### src/rtl/char_link_pkg.sv
// -----------------------------------------------------------------------------
// char_link_pkg
// Definitions shared by the serial character transmitter and receiver:
// the line levels of a frame and the frame state encoding.
// No ports; imported by the char_tx files.
// -----------------------------------------------------------------------------
package char_link_pkg;

    localparam logic START_BIT  = 1'b0;
    localparam logic STOP_BIT   = 1'b1;
    localparam logic IDLE_LEVEL = 1'b1;
    localparam int   DATA_BITS  = 8;

    typedef enum logic [1:0] {
        IDLE  = 2'd0,
        START = 2'd1,
        DATA  = 2'd2,
        STOP  = 2'd3
    } char_state_e;

endpackage

### src/rtl/char_tx_if.sv
// -----------------------------------------------------------------------------
// char_tx_if
// Character handshake between a producer (master) and the transmitter (slave).
//   tx_start  : request to send tx_data (honoured only while ready=1)
//   tx_data   : character to send, captured on the accept edge
//   ready     : transmitter can accept a character this cycle
//   char_sent : one-cycle pulse after the stop bit of a frame completes
// -----------------------------------------------------------------------------
interface char_tx_if;
    import char_link_pkg::*;

    logic                 tx_start;
    logic [DATA_BITS-1:0] tx_data;
    logic                 ready;
    logic                 char_sent;

    modport master (
        output tx_start,
        output tx_data,
        input  ready,
        input  char_sent
    );

    modport slave (
        input  tx_start,
        input  tx_data,
        output ready,
        output char_sent
    );

endinterface

### src/rtl/char_tx_bitclk.sv
// -----------------------------------------------------------------------------
// char_tx_bitclk
// Bit-period divider. While run=1 the counter walks 0..BIT_CLKS-1 and wraps;
// bit_done is high on the last clock of each bit period.
//   clk      : system clock, rising edge
//   reset_n  : asynchronous active-low reset
//   run      : count enable (a frame is in progress)
//   clr      : force the counter back to 0 (accept / abort)
//   bit_done : last clock of the current bit period
// -----------------------------------------------------------------------------
module char_tx_bitclk #(
    parameter int BIT_CLKS = 16
) (
    input  logic clk,
    input  logic reset_n,
    input  logic run,
    input  logic clr,
    output logic bit_done
);

    localparam int               CNT_W    = $clog2(BIT_CLKS);
    localparam logic [CNT_W-1:0] CNT_LAST = CNT_W'(BIT_CLKS - 1);

    logic [CNT_W-1:0] cnt_q;
    logic [CNT_W-1:0] cnt_d;

    // Next count: held at 0 when idle or cleared, wraps after the last clock.
    always_comb begin
        cnt_d = cnt_q;
        if (clr || !run) begin
            cnt_d = '0;
        end else if (cnt_q == CNT_LAST) begin
            cnt_d = '0;
        end else begin
            cnt_d = cnt_q + CNT_W'(1);
        end
    end

    // Divider counter register.
    always_ff @(posedge clk or negedge reset_n) begin
        if (!reset_n) begin
            cnt_q <= '0;
        end else begin
            cnt_q <= cnt_d;
        end
    end

    assign bit_done = run && !clr && (cnt_q == CNT_LAST);

endmodule

### src/rtl/char_tx.sv
// -----------------------------------------------------------------------------
// char_tx
// Serial character transmitter. Each accepted character becomes one frame:
// start bit (0), DATA_BITS data bits LSB first, stop bit (1), each bit held for
// BIT_CLKS clocks. The line idles high. char_sent pulses for one cycle on
// return to IDLE; ready is already high in that cycle so frames can be chained.
//   clk      : system clock, rising edge
//   reset_n  : asynchronous active-low reset
//   enable   : block enable; low aborts any frame and keeps the block idle
//   tx_if    : character handshake (tx_start, tx_data, ready, char_sent)
//   tx_out   : serial line, registered
// -----------------------------------------------------------------------------
module char_tx #(
    parameter int BIT_CLKS  = 16,
    parameter int DATA_BITS = 8
) (
    input  logic       clk,
    input  logic       reset_n,
    input  logic       enable,
    char_tx_if.slave   tx_if,
    output logic       tx_out
);

    import char_link_pkg::*;

    localparam int               IDX_W    = $clog2(DATA_BITS);
    localparam logic [IDX_W-1:0] IDX_LAST = IDX_W'(DATA_BITS - 1);

    char_state_e          state_q;
    char_state_e          state_d;
    logic [DATA_BITS-1:0] shift_q;
    logic [DATA_BITS-1:0] shift_d;
    logic [IDX_W-1:0]     bit_idx_q;
    logic [IDX_W-1:0]     bit_idx_d;
    logic                 tx_out_q;
    logic                 tx_out_d;
    logic                 char_sent_q;
    logic                 char_sent_d;
    logic                 alive_q;
    logic                 alive_d;

    logic ready_s;
    logic accept_s;
    logic bit_done_s;
    logic div_run_s;
    logic div_clr_s;

    // alive_q keeps ready low while reset is held and for the first edge after.
    assign ready_s   = (state_q == IDLE) && enable && alive_q;
    assign accept_s  = ready_s && tx_if.tx_start;
    assign div_run_s = (state_q != IDLE);
    assign div_clr_s = accept_s || !enable;

    char_tx_bitclk #(
        .BIT_CLKS (BIT_CLKS)
    ) u_bitclk (
        .clk      (clk),
        .reset_n  (reset_n),
        .run      (div_run_s),
        .clr      (div_clr_s),
        .bit_done (bit_done_s)
    );

    // Frame state register.
    always_ff @(posedge clk or negedge reset_n) begin
        if (!reset_n) begin
            state_q <= IDLE;
        end else begin
            state_q <= state_d;
        end
    end

    // Next-state logic; a low enable forces IDLE from any state.
    always_comb begin
        state_d = state_q;
        if (!enable) begin
            state_d = IDLE;
        end else begin
            case (state_q)
                IDLE: begin
                    if (accept_s) begin
                        state_d = START;
                    end else begin
                        state_d = IDLE;
                    end
                end
                START: begin
                    if (bit_done_s) begin
                        state_d = DATA;
                    end else begin
                        state_d = START;
                    end
                end
                DATA: begin
                    if (bit_done_s && (bit_idx_q == IDX_LAST)) begin
                        state_d = STOP;
                    end else begin
                        state_d = DATA;
                    end
                end
                STOP: begin
                    if (bit_done_s) begin
                        state_d = IDLE;
                    end else begin
                        state_d = STOP;
                    end
                end
                default: begin
                    state_d = IDLE;
                end
            endcase
        end
    end

    // Datapath and output values for the next cycle.
    always_comb begin
        shift_d     = shift_q;
        bit_idx_d   = '0;
        char_sent_d = 1'b0;
        alive_d     = 1'b1;
        if (!enable) begin
            shift_d = '0;
        end else begin
            case (state_q)
                IDLE: begin
                    if (accept_s) begin
                        shift_d = tx_if.tx_data;
                    end else begin
                        shift_d = shift_q;
                    end
                end
                START: begin
                    shift_d = shift_q;
                end
                DATA: begin
                    if (bit_done_s) begin
                        shift_d = shift_q >> 1;
                        if (bit_idx_q == IDX_LAST) begin
                            bit_idx_d = '0;
                        end else begin
                            bit_idx_d = bit_idx_q + IDX_W'(1);
                        end
                    end else begin
                        bit_idx_d = bit_idx_q;
                    end
                end
                STOP: begin
                    if (bit_done_s) begin
                        char_sent_d = 1'b1;
                    end else begin
                        char_sent_d = 1'b0;
                    end
                end
                default: begin
                    shift_d = '0;
                end
            endcase
        end

        // Line level follows the state being entered, so the start bit
        // appears on the accept edge itself.
        case (state_d)
            START:   tx_out_d = START_BIT;
            DATA:    tx_out_d = shift_d[0];
            STOP:    tx_out_d = STOP_BIT;
            default: tx_out_d = IDLE_LEVEL;
        endcase
    end

    // Datapath and output registers.
    always_ff @(posedge clk or negedge reset_n) begin
        if (!reset_n) begin
            shift_q     <= '0;
            bit_idx_q   <= '0;
            tx_out_q    <= IDLE_LEVEL;
            char_sent_q <= 1'b0;
            alive_q     <= 1'b0;
        end else begin
            shift_q     <= shift_d;
            bit_idx_q   <= bit_idx_d;
            tx_out_q    <= tx_out_d;
            char_sent_q <= char_sent_d;
            alive_q     <= alive_d;
        end
    end

    assign tx_if.ready     = ready_s;
    assign tx_if.char_sent = char_sent_q;
    assign tx_out          = tx_out_q;

endmodule
### src/flat_wrapper.sv
// flat-port wrapper written by rule: the top's interface ports become plain ports
module char_tx_flat import char_link_pkg::*;
#(
    parameter int BIT_CLKS  = 16,
    parameter int DATA_BITS = 8
)
  (clk, reset_n, enable, tx_out, tx_if_tx_start, tx_if_tx_data, tx_if_ready, tx_if_char_sent);
  char_tx_if tx_if_i ();
  input  logic clk;
  input  logic reset_n;
  input  logic enable;
  output logic tx_out;
  input wire logic [$bits(tx_if_i.tx_start)-1:0] tx_if_tx_start;
  input wire logic [$bits(tx_if_i.tx_data)-1:0] tx_if_tx_data;
  output wire logic [$bits(tx_if_i.ready)-1:0] tx_if_ready;
  output wire logic [$bits(tx_if_i.char_sent)-1:0] tx_if_char_sent;
  assign tx_if_i.tx_start = tx_if_tx_start;
  assign tx_if_i.tx_data = tx_if_tx_data;
  assign tx_if_ready = tx_if_i.ready;
  assign tx_if_char_sent = tx_if_i.char_sent;
  char_tx #(.BIT_CLKS(BIT_CLKS), .DATA_BITS(DATA_BITS)) u_core (.clk(clk), .reset_n(reset_n), .enable(enable), .tx_if(tx_if_i), .tx_out(tx_out));
endmodule
### config.mk
export PLATFORM = sky130hd
export DESIGN_NAME = char_tx_flat
export DESIGN_NICKNAME = d
export VERILOG_FILES = /design/src/rtl/char_link_pkg.sv /design/src/rtl/char_tx_if.sv /design/src/rtl/char_tx_bitclk.sv /design/src/rtl/char_tx.sv /design/src/flat_wrapper.sv
export SDC_FILE = /design/constraint.sdc
export NUM_CORES = 1
export LEC_CHECK = 0
export ABC_CLOCK_PERIOD_IN_PS = 3520
export BUFFER_PORTS_ARGS = -buffer_cell sky130_fd_sc_hd__buf_2
export CORE_ASPECT_RATIO = 1.2
export CORE_UTILIZATION = 43
export CTS_CLUSTER_SIZE = 16
export DETAILED_ROUTE_END_ITERATION = 7
export MAX_ROUTING_LAYER = met4
export PLACE_DENSITY_LB_ADDON = 0.12
export SKIP_CTS_REPAIR_TIMING = 1
export SLEW_MARGIN = 20
export SYNTH_ARGS = -nofsm -noshare
export SYNTH_HDL_FRONTEND = slang
export SYNTH_SLANG_ARGS = --single-unit
### constraint.sdc
create_clock -name clk -period 3.52 [get_ports clk]
set_clock_uncertainty 0.05 [all_clocks]
set_input_delay 0.528 -clock clk [delete_from_list [all_inputs] [get_ports clk]]
set_output_delay 0.528 -clock clk [all_outputs]
set_load 0.02 [all_outputs]
After elaboration in Yosys (flattened, before gate mapping)

Index checks and enable logic that the tools add are counted.

Memories kept: 0
Register bits after elaboration: 20
Output and inout port bits: 3
Memory bits (read-only): 0
Word-level logic and storage cells: 54
Latch bits: 0
Input bits: 12
Bits in writable memories: 0

Multipliers: 0
Mux-type cells: 20
Eq/ne operators: 10
Bitwise operators: 0
Divide/modulo/power cells: 0
Shift-type cells: 0
Add/sub/neg operators: 2
$lt $le $gt $ge: 0
Reductions and logical operators: 14

Operators by type and width:

| operator              | number |
|---|---|
| $mux W8               | 3 |
| $pmux W8 S2           | 1 |
| $mux W3               | 4 |
| $mux W4               | 2 |
| $pmux W2 S4           | 1 |
| $eq A2 B2 Y1 const B  | 3 |
| $logic_and A1 B1 Y1   | 6 |
| $mux W2               | 3 |
| $ne A3 B2 Y1 const B  | 2 |
| $mux W1               | 5 |
| $add A4 B1 Y4 const B | 1 |
| $eq A2 B1 Y1 const B  | 2 |
| $eq A4 B4 Y1 const B  | 1 |
| $add A3 B1 Y3 const B | 1 |
| $eq A3 B3 Y1 const B  | 1 |
| $logic_not A1 Y1      | 3 |
| $ne A3 B1 Y1 const B  | 1 |
| $reduce_and A3 Y1     | 1 |
| $logic_not A2 Y1      | 1 |
| $logic_or A1 B1 Y1    | 2 |
| $pmux W1 S2           | 1 |
| $reduce_bool A2 Y1    | 1 |

Longest topological paths before layout

Gate-level depths: netlist of run 1.

Word-level depth: 14
Depth in mapped cells: 6
Mapped depth without buffers: 5

Cells and area by module

Synthesis of run 1 repeated with hierarchy kept, for this count alone.

Cell total of the unflattened synthesis: 95
Area total of the unflattened synthesis: 1032.2 µm²

By module, submodules not included:

| module         | instances | cells each | area each (µm²) |
|---|---|---|---|
| char_tx        | 1         | 79         | 854.6 |
| char_tx_bitclk | 1         | 16         | 177.7 |

Worst setup path after synthesis of run 1

Ideal clock, no wire load.

Kind: flip-flop to flip-flop
Start point: register u_core.state_q[0]
End point: register u_core.shift_q[1]
Library setup time: 0.118 ns
Path slack: 1.963 ns
Stages on the path, launching flop included: 6
Clock period less this slack: 1.557 ns
Arrival: 1.389 ns
Path through: dfrtp_1 -> buf_6 -> and4bb_4 -> nand2_1 -> a31o_2 -> a21o_1

Cells in the longest elaborated chain, start to end: 10

RTL lines:

| element                                | RTL line             | source |
|---|---|---|
| from (decl)                            | char_tx.sv:29        | `char_state_e state_q;` |
| from (signal assigned)                 | char_tx.sv:69        | `state_q <= state_d;` |
| $logic_not A2 Y1 (*)                   | char_tx.sv:49        | `assign ready_s = (state_q == IDLE) && enable && alive_q;` |
| $logic_and A1 B1 Y1 (*) (2 in series)  | char_tx.sv:49        |  |
| net tx_if_ready                        | flat_wrapper.sv:15   | `output wire logic [$bits(tx_if_i.ready)-1:0] tx_if_ready;` |
| $logic_and A1 B1 Y1 (*)                | char_tx.sv:50        | `assign accept_s = ready_s && tx_if.tx_start;` |
| $logic_or A1 B1 Y1                     | char_tx.sv:52        | `assign div_clr_s = accept_s \|\| !enable;` |
| $logic_not A1 Y1                       | char_tx_bitclk.sv:48 | `assign bit_done = run && !clr && (cnt_q == CNT_LAST);` |
| $logic_and A1 B1 Y1 (2 in series)      | char_tx_bitclk.sv:48 |  |
| $ne A3 B2 Y1 (no source line)          | -                    |  |
| $reduce_and A3 Y1 (no source line) (*) | -                    |  |
| to (signal assigned)                   | char_tx.sv:179       | `shift_q <= shift_d;` |
| to (decl)                              | char_tx.sv:31        | `logic [DATA_BITS-1:0] shift_q;` |

The timed path passes the listed nets; every way through them passes the cells marked *.
A chain may end at the register's enable or synchronous reset.

Worst setup path after layout of run 1

Start point: register u_core.state_q[0]
End point: output port tx_if_ready

Cells in the longest elaborated chain, start to end: 3

RTL lines:

| element                           | RTL line |
|---|---|
| $logic_not A2 Y1                  | char_tx.sv:49 |
| $logic_and A1 B1 Y1 (2 in series) | char_tx.sv:49 |
| to (decl)                         | flat_wrapper.sv:15 |

Every way passes these cells.

==> results of run 1 <==
-- power by group through the flow --
stage	clock network [W]	registers [W]	logic, W
2_1_floorplan	0	0.000245	0.0000197
3_3_place_gp	0	0.000247	0.0000330
3_5_place_dp	0	0.000247	0.0000332
4_1_cts	0.000114	0.000243	0.0000332
5_1_grt	0.000129	0.000244	0.0000370
6_report	0.000109	0.000243	0.0000323
-- stage by stage --
step / utilization / instances / power, W / worst slack, ps
after CTS: 0.5137 / 133 / 0.0003902 / 1560
after global routing: 0.5137 / 133 / 0.0004094 / 1498
final: 0.5137 / 133 / 0.0003835 / 1575
after detailed placement: 0.5012 / 129 / 0.0002802 / 1822
after floorplan: - / 88 / 0.0002651 / 1963
after global placement: 0.5012 / 129 / 0.0002799 / 1829
-- state kept, by name, summed over array words and instances, names as in the netlist --
name                    flops
u_core.alive_q              1
u_core.bit_idx_q            3
u_core.shift_q              8
u_core.state_q              2
u_core.tx_if.char_sent      1
u_core.tx_out               1
u_core.u_bitclk.cnt_q       4
-- synth_stat cells (3+ instances only) --
| cell | n |
|---|---|
| a21o_1 | 8 |
| dfrtp_1 | 19 |
| inv_1 | 5 |
| nand2_1 | 7 |
| nor2_1 | 4 |
| o21ai_0 | 4 |
| nor3_1 | 3 |
| ha_1 | 3 |
| a31oi_1 | 3 |
| a22o_1 | 7 |
-- cell families (layout without fill, tap and decap cells) --
logic type      Yosys count  after routing  share of synthesized area
simple gates             23             23                     0.1370
other cells               1              1                   0.003872
compound gates           31             31                     0.2377
fa+ha+maj                 3              3                    0.03876
buf+inv                   8             23                    0.04651
flops                    20             20                     0.5181
xor+xnor                  2              2                    0.01809
-- metal layers --
metal | global-route usage | up-vias
met5 | - | -
met4 | 0.09596 | 0
met3 | 0.04027 | 2
met2 | 0.2609 | 12
met1 | 0.2199 | 333
li1 | - | 355
-- critical path, delay by kind of cell, from the launching register on --
kind                   cells  cell delay, ps
buffers and inverters      1             160
flip-flops                 1             510
AND/OR/NAND/NOR            1             400
-- layout by cell type, fill, tap and decap left out, drive strengths merged --
master,Yosys,final
dfrtp,19,19
buf,2,14
a21o,8,8
nand2,7,7
a22o,7,7
inv,5,5
o21ai,5,5
nor2,4,4
nor3,4,4
clkbuf,1,4
a31oi,3,3
ha,3,3
nand3,2,2
nand4,2,2
xnor2,2,2
and4bb,1,1
and2,1,1
a21boi,1,1
and3,1,1
nand2b,1,1
a211o,1,1
o31ai,1,1
a32oi,1,1
a311oi,1,1
a31o,1,1
a21oi,1,1
a32o,1,1
conb,1,1
dfstp,1,1
-- worst paths after layout --
check                                              start                   to  cells past startpoint
min in group clk                        tx_if_tx_data[7]    u_core.shift_q[7]                      3
worst max-delay path                   u_core.state_q[0]          tx_if_ready                      2
worst max register to register  u_core.u_bitclk.cnt_q[0]  u_core.bit_idx_q[0]                      5
worst min register to register         u_core.shift_q[2]    u_core.shift_q[2]                      1
worst min-delay path                             reset_n    u_core.state_q[0]                      1
max in group asynchronous                        reset_n        u_core.tx_out                      1
-- area by class of cell --
class	instances	area (um2)
Clock buffer	4	26.28
Sequential cell	20	501.7
Timing Repair Buffer	14	70.07
Inverter	5	18.77
Multi-Input combinational cell	60	421.7
Tap cell	30	37.54
Fill cell	192	1018
==> impl_metrics.csv, run 1 <==
group,metric,value,unit
outcome,run_status,"completed",
drt,drc,0,
worst_setup_path,crit_chain,"and4bb_4 > buf_2",
synthesis,synth-seq-cells,20,
placed_design,dp_hpwl,1301,um
clocking,cts_buffer_depth,2,
timing,setup_viol,0,
clocking,clk_transition_reported_paths,110,ps
drt,wl_met1,892,um
timing,hold_ws,110.6,ps
worst_setup_path,crit_slowest_cell,"dfrtp_1",
synthesis,yosysSeqAreaShare,0.5181,
timing,maxSlewViolCount,0,
synthesis,synth_flop_cell,"dfrtp_1",
clocking,cts_inserted_buffers,3,
final_layout,drive_above_1_share,0.2136,
pwr,p_seq_frac,0.633,
synthesis,yosysWarnings,0,
worst_setup_path,crit_type,"flop to primary output",
die,die_x,45.32,um
drt,vias,702,
global_routing,gr-usage-all-layers,0.1757,
worst_setup_path,required,2940,ps
pwr,p_per_area,356.4,mW/mm2
synthesis,synth_edf_count,0,
global_routing,antenna_found_initial,0,
clocking,htree_levels,1,
clocking,cts_tree,"yes",
synthesis,synth_area,968.4,um2
drt,firstDrtPassIters,3,
timing,fin_crit_sh,0.5526,
placed_design,placed_area,0.001050,mm2
worst_setup_path,arrival,1370,ps
pwr,pwr-share-clk,0.283,
drt,wl_met3,46,um
synthesis,yosys.area.top_type,"dfrtp_1",
die,ios,15,
pwr,comb_power_share,0.084,
synthesis,synthCells,88,
pwr,p_switching,0.00008827,W
drt,met2_wirelength,780,um
drt,routed_wirelength,1735,um
worst_hold_path,hp-class,"primary input to async pin",
synthesis,synth_area_per_cell,11.00,um2
clocking,clk_latency,290,ps
synthesis,syn_nets,103,
timing,hold_violations,0,
synthesis,async_reset_ff_frac,1.000,
pwr,power_leakage,0.5438,nW
run,maxCapViolCount,0,
global_routing,grt_overflow,0,
drt,vias_per_cell,5.278,
global_routing,grt_first_pass_wirelength,2904,um
clocking,clock_tree.root_cell,"clkbuf_4",
drt,wire_per_inst,13.05,um
global_routing,grt_pass1_vias,683,
die,die_h,53.99,um
synthesis,synth_top_area_share,0.4910,
worst_setup_path,path_max_fanout,9,
pwr,switching_share,0.2302,
die,initial_utilization,0.4624,
global_routing,grt_max_degree,21,
final_layout,final_area,0.001076,mm2
final_layout,syn_to_final_growth,11.11,%
timing,tns,0,ps
worst_setup_path,r2r_slack,1810,ps
die,die_area,0.002447,mm2
timing,fmax,0.5141,GHz
final_layout,final_nets,119,
timing,min_period,1945,ps
worst_setup_path,cp-start-kind,"flop",
clocking,cts_sinks,20,
pwr,peakVddDrop,203.1,uV
drt,dr.max_layer_used,"met4",
synthesis,synthTopCellsByArea,"dfrtp_1 49%, a22o_1 6.3%, a21o_1 6.2%",
final_layout,antenna_cells,0,
worst_setup_path,cp-end-kind,"primary output",
synthesis,synth_cell_types,31,
drt,first_iter_violations,10,
worst_setup_path,critPathMaxStageDelay,510,ps
placed_design,numPortBuffers,14,
timing,rsz0062_at_grt,"no",
drt,ant_nets,0,
pwr,intPower,0.0002952,W
die,row_count,18,
die,core_area,0.002095,mm2
placed_design,place.gp.congestion,0.8875,
No activity file was read; power rests on OpenSTA's default activity.
==> inputs of run 2 (changes only) <==
--- a/config.mk
+++ b/config.mk
@@ -5,7 +5,7 @@
 export SDC_FILE = /design/constraint.sdc
 export NUM_CORES = 1
 export LEC_CHECK = 0
-export ABC_CLOCK_PERIOD_IN_PS = 3520
+export ABC_CLOCK_PERIOD_IN_PS = 1800
 export BUFFER_PORTS_ARGS = -buffer_cell sky130_fd_sc_hd__buf_2
 export CORE_ASPECT_RATIO = 1.2
 export CORE_UTILIZATION = 43
==> constraint.sdc (replaced) <==
create_clock -name clk -period 1.8 [get_ports clk]
set_clock_uncertainty 0.05 [all_clocks]
set_input_delay 0.27 -clock clk [delete_from_list [all_inputs] [get_ports clk]]
set_output_delay 0.27 -clock clk [all_outputs]
set_load 0.02 [all_outputs]
==> impl_metrics.csv, run 2 (same netlist as run 1, synthesis figures left out) <==
group,metric,value,unit
final_layout,stdcell_count,138,
placed_design,numPortBuffers,14,
worst_setup_path,cp_top_family,"simple AND/OR/NAND/NOR gates",
timing,min_period,1652,ps
final_layout,fill_cells,201,
worst_setup_path,cp-start-kind,"flop",
global_routing,gr-usage-all-layers,0.1880,
worst_setup_path,path_max_fanout,9,
drt,wire_per_inst,13.71,um
final_layout,final_nets,124,
worst_setup_path,cp-end-kind,"flop",
timing,hold_ws,155.1,ps
worst_hold_path,min_delay_path_depth,3,
worst_setup_path,path_buf_inv,1,
clocking,cts_sinks,20,
outcome,run_status,"completed",
clocking,clock_tree.root_cell,"clkbuf_4",
worst_hold_path,hold_path_end,"u_core.shift_q[7]",
final_layout,syn_to_final_growth,16.54,%
clocking,htree_levels,1,
die,die_x,45.32,um
placed_design,place.gp.congestion,0.8676,
worst_setup_path,r2r_start,"u_core.u_bitclk.cnt_q[0]",
global_routing,grt_max_degree,21,
worst_setup_path,critPathMaxStageDelay,400,ps
worst_setup_path,r2r_cells,6,
final_layout,top_register,"u_core.shift_q",
die,die_h,53.99,um
timing,fin_crit_sh,0.9177,
drt,drc,0,
die,die_area,0.002447,mm2
drt,vias,723,
worst_setup_path,arrival,1830,ps
drt,firstDrtPassIters,4,
worst_setup_path,crit_slowest_cell,"dfrtp_1",
timing,tns,0,ps
die,initial_utilization,0.4624,
timing,fmax,0.6054,GHz
global_routing,grt_pass1_vias,713,
final_layout,drive_above_1_share,0.2407,
die,core_area,0.002095,mm2
final_layout,layout_commonest_cell,"dfrtp_1",
worst_setup_path,r2r_slack,150,ps
run,maxCapViolCount,0,
worst_hold_path,hp-class,"primary input to flop",
die,row_count,18,
worst_setup_path,r2r-end,"u_core.shift_q[3]",
final_layout,antenna_cells,0,
global_routing,grt_first_pass_wirelength,3180,um
pwr,power_leakage,0.5712,nW
clocking,clk_latency,290,ps
timing,setup_viol,0,
global_routing,antenna_found_initial,0,
timing,maxSlewViolCount,0,
final_layout,layout_common_cells,"19 x dfrtp_1, 14 x buf_2, 8 x a21o_1",
clocking,cts_inserted_buffers,3,
drt,first_iter_violations,10,
clocking,cts_buffer_depth,2,
drt,vias_per_cell,5.239,
final_layout,reg_top3,"u_core.shift_q: 8 flops, u_core.u_bitclk.cnt_q: 4 flops, u_core.bit_idx_q: 3 flops",
drt,routed_wirelength,1892,um
timing,hold_violations,0,
clocking,cts_tree,"yes",
global_routing,grt_overflow,0,
timing,rsz0062_at_grt,"no",
worst_setup_path,crit_type,"flop to flop",
placed_design,dp_hpwl,1360,um
drt,ant_nets,0,
pwr,finalPower,0.0007595,W
final_layout,largest_reg_flops,8,
clocking,clk_transition_reported_paths,110,ps
placed_design,placed_cells,132,
worst_setup_path,crit_chain,"ha_1 > nand4_1 > nor3_4 > buf_12 > a22o_1 > a21o_1",
pwr,p_per_area,672.9,mW/mm2
die,ios,15,
worst_setup_path,required,1980,ps
pwr,peakVddDrop,461.5,uV
worst_hold_path,hold_path.startpoint,"tx_if_tx_data[7]",
## run 2: power by group
part | switching [W] | internal [W]
Sequential | 0.00000813 | 0.000464
Combinational | 0.0000405 | 0.0000312
Clock | 0.000130 | 0.0000860
## run 2: how the worst max path moves through the flow
stage               slack (ps)                     start  cells past startpoint                end
finish                     150  u_core.u_bitclk.cnt_q[0]                      6  u_core.shift_q[3]
global route                30  u_core.u_bitclk.cnt_q[0]                      6  u_core.shift_q[3]
CTS                         80  u_core.u_bitclk.cnt_q[0]                      5  u_core.shift_q[3]
detailed placement         100  u_core.u_bitclk.cnt_q[0]                      5  u_core.shift_q[3]
global placement           180  u_core.u_bitclk.cnt_q[0]                      5  u_core.shift_q[6]
floorplan                  240         u_core.state_q[0]                      5  u_core.shift_q[1]
## run 2: per-layer routing
metal	part of all wire	vias to the layer above	GRT usage
met3	0.024	2	0.02013
met5	0	-	-
met2	0.48	14	0.2995
li1	-	361	-
met1	0.49	346	0.2431
met4	0.0074	0	0.07576
## run 2: area by class of cell
type / count / area (um2) / area share
timing repair buffer: 19 / 122.6 / 0.1086
inverter: 5 / 18.77 / 0.01663
multi-input combinational: 60 / 421.7 / 0.3736
tap: 30 / 37.54 / 0.03326
clock buffer: 4 / 26.28 / 0.02328
sequential: 20 / 501.7 / 0.4446
## run 2: per-stage QoR
step	instance area, um2	worst slack (ps)	utilization
finish	1129	148.2	0.5388
detailed placement	1072	103.2	0.5119
CTS	1099	77.64	0.5245
floorplan	968.4	243.1	-
global placement	1072	178.9	0.5119
global route	1129	25.66	0.5388
## run 2: tightest hold or removal path: cells and delay by family
kind	cells	cell delay [ps]
buf+inv	1	80
compound gates	1	70
simple gates	1	50
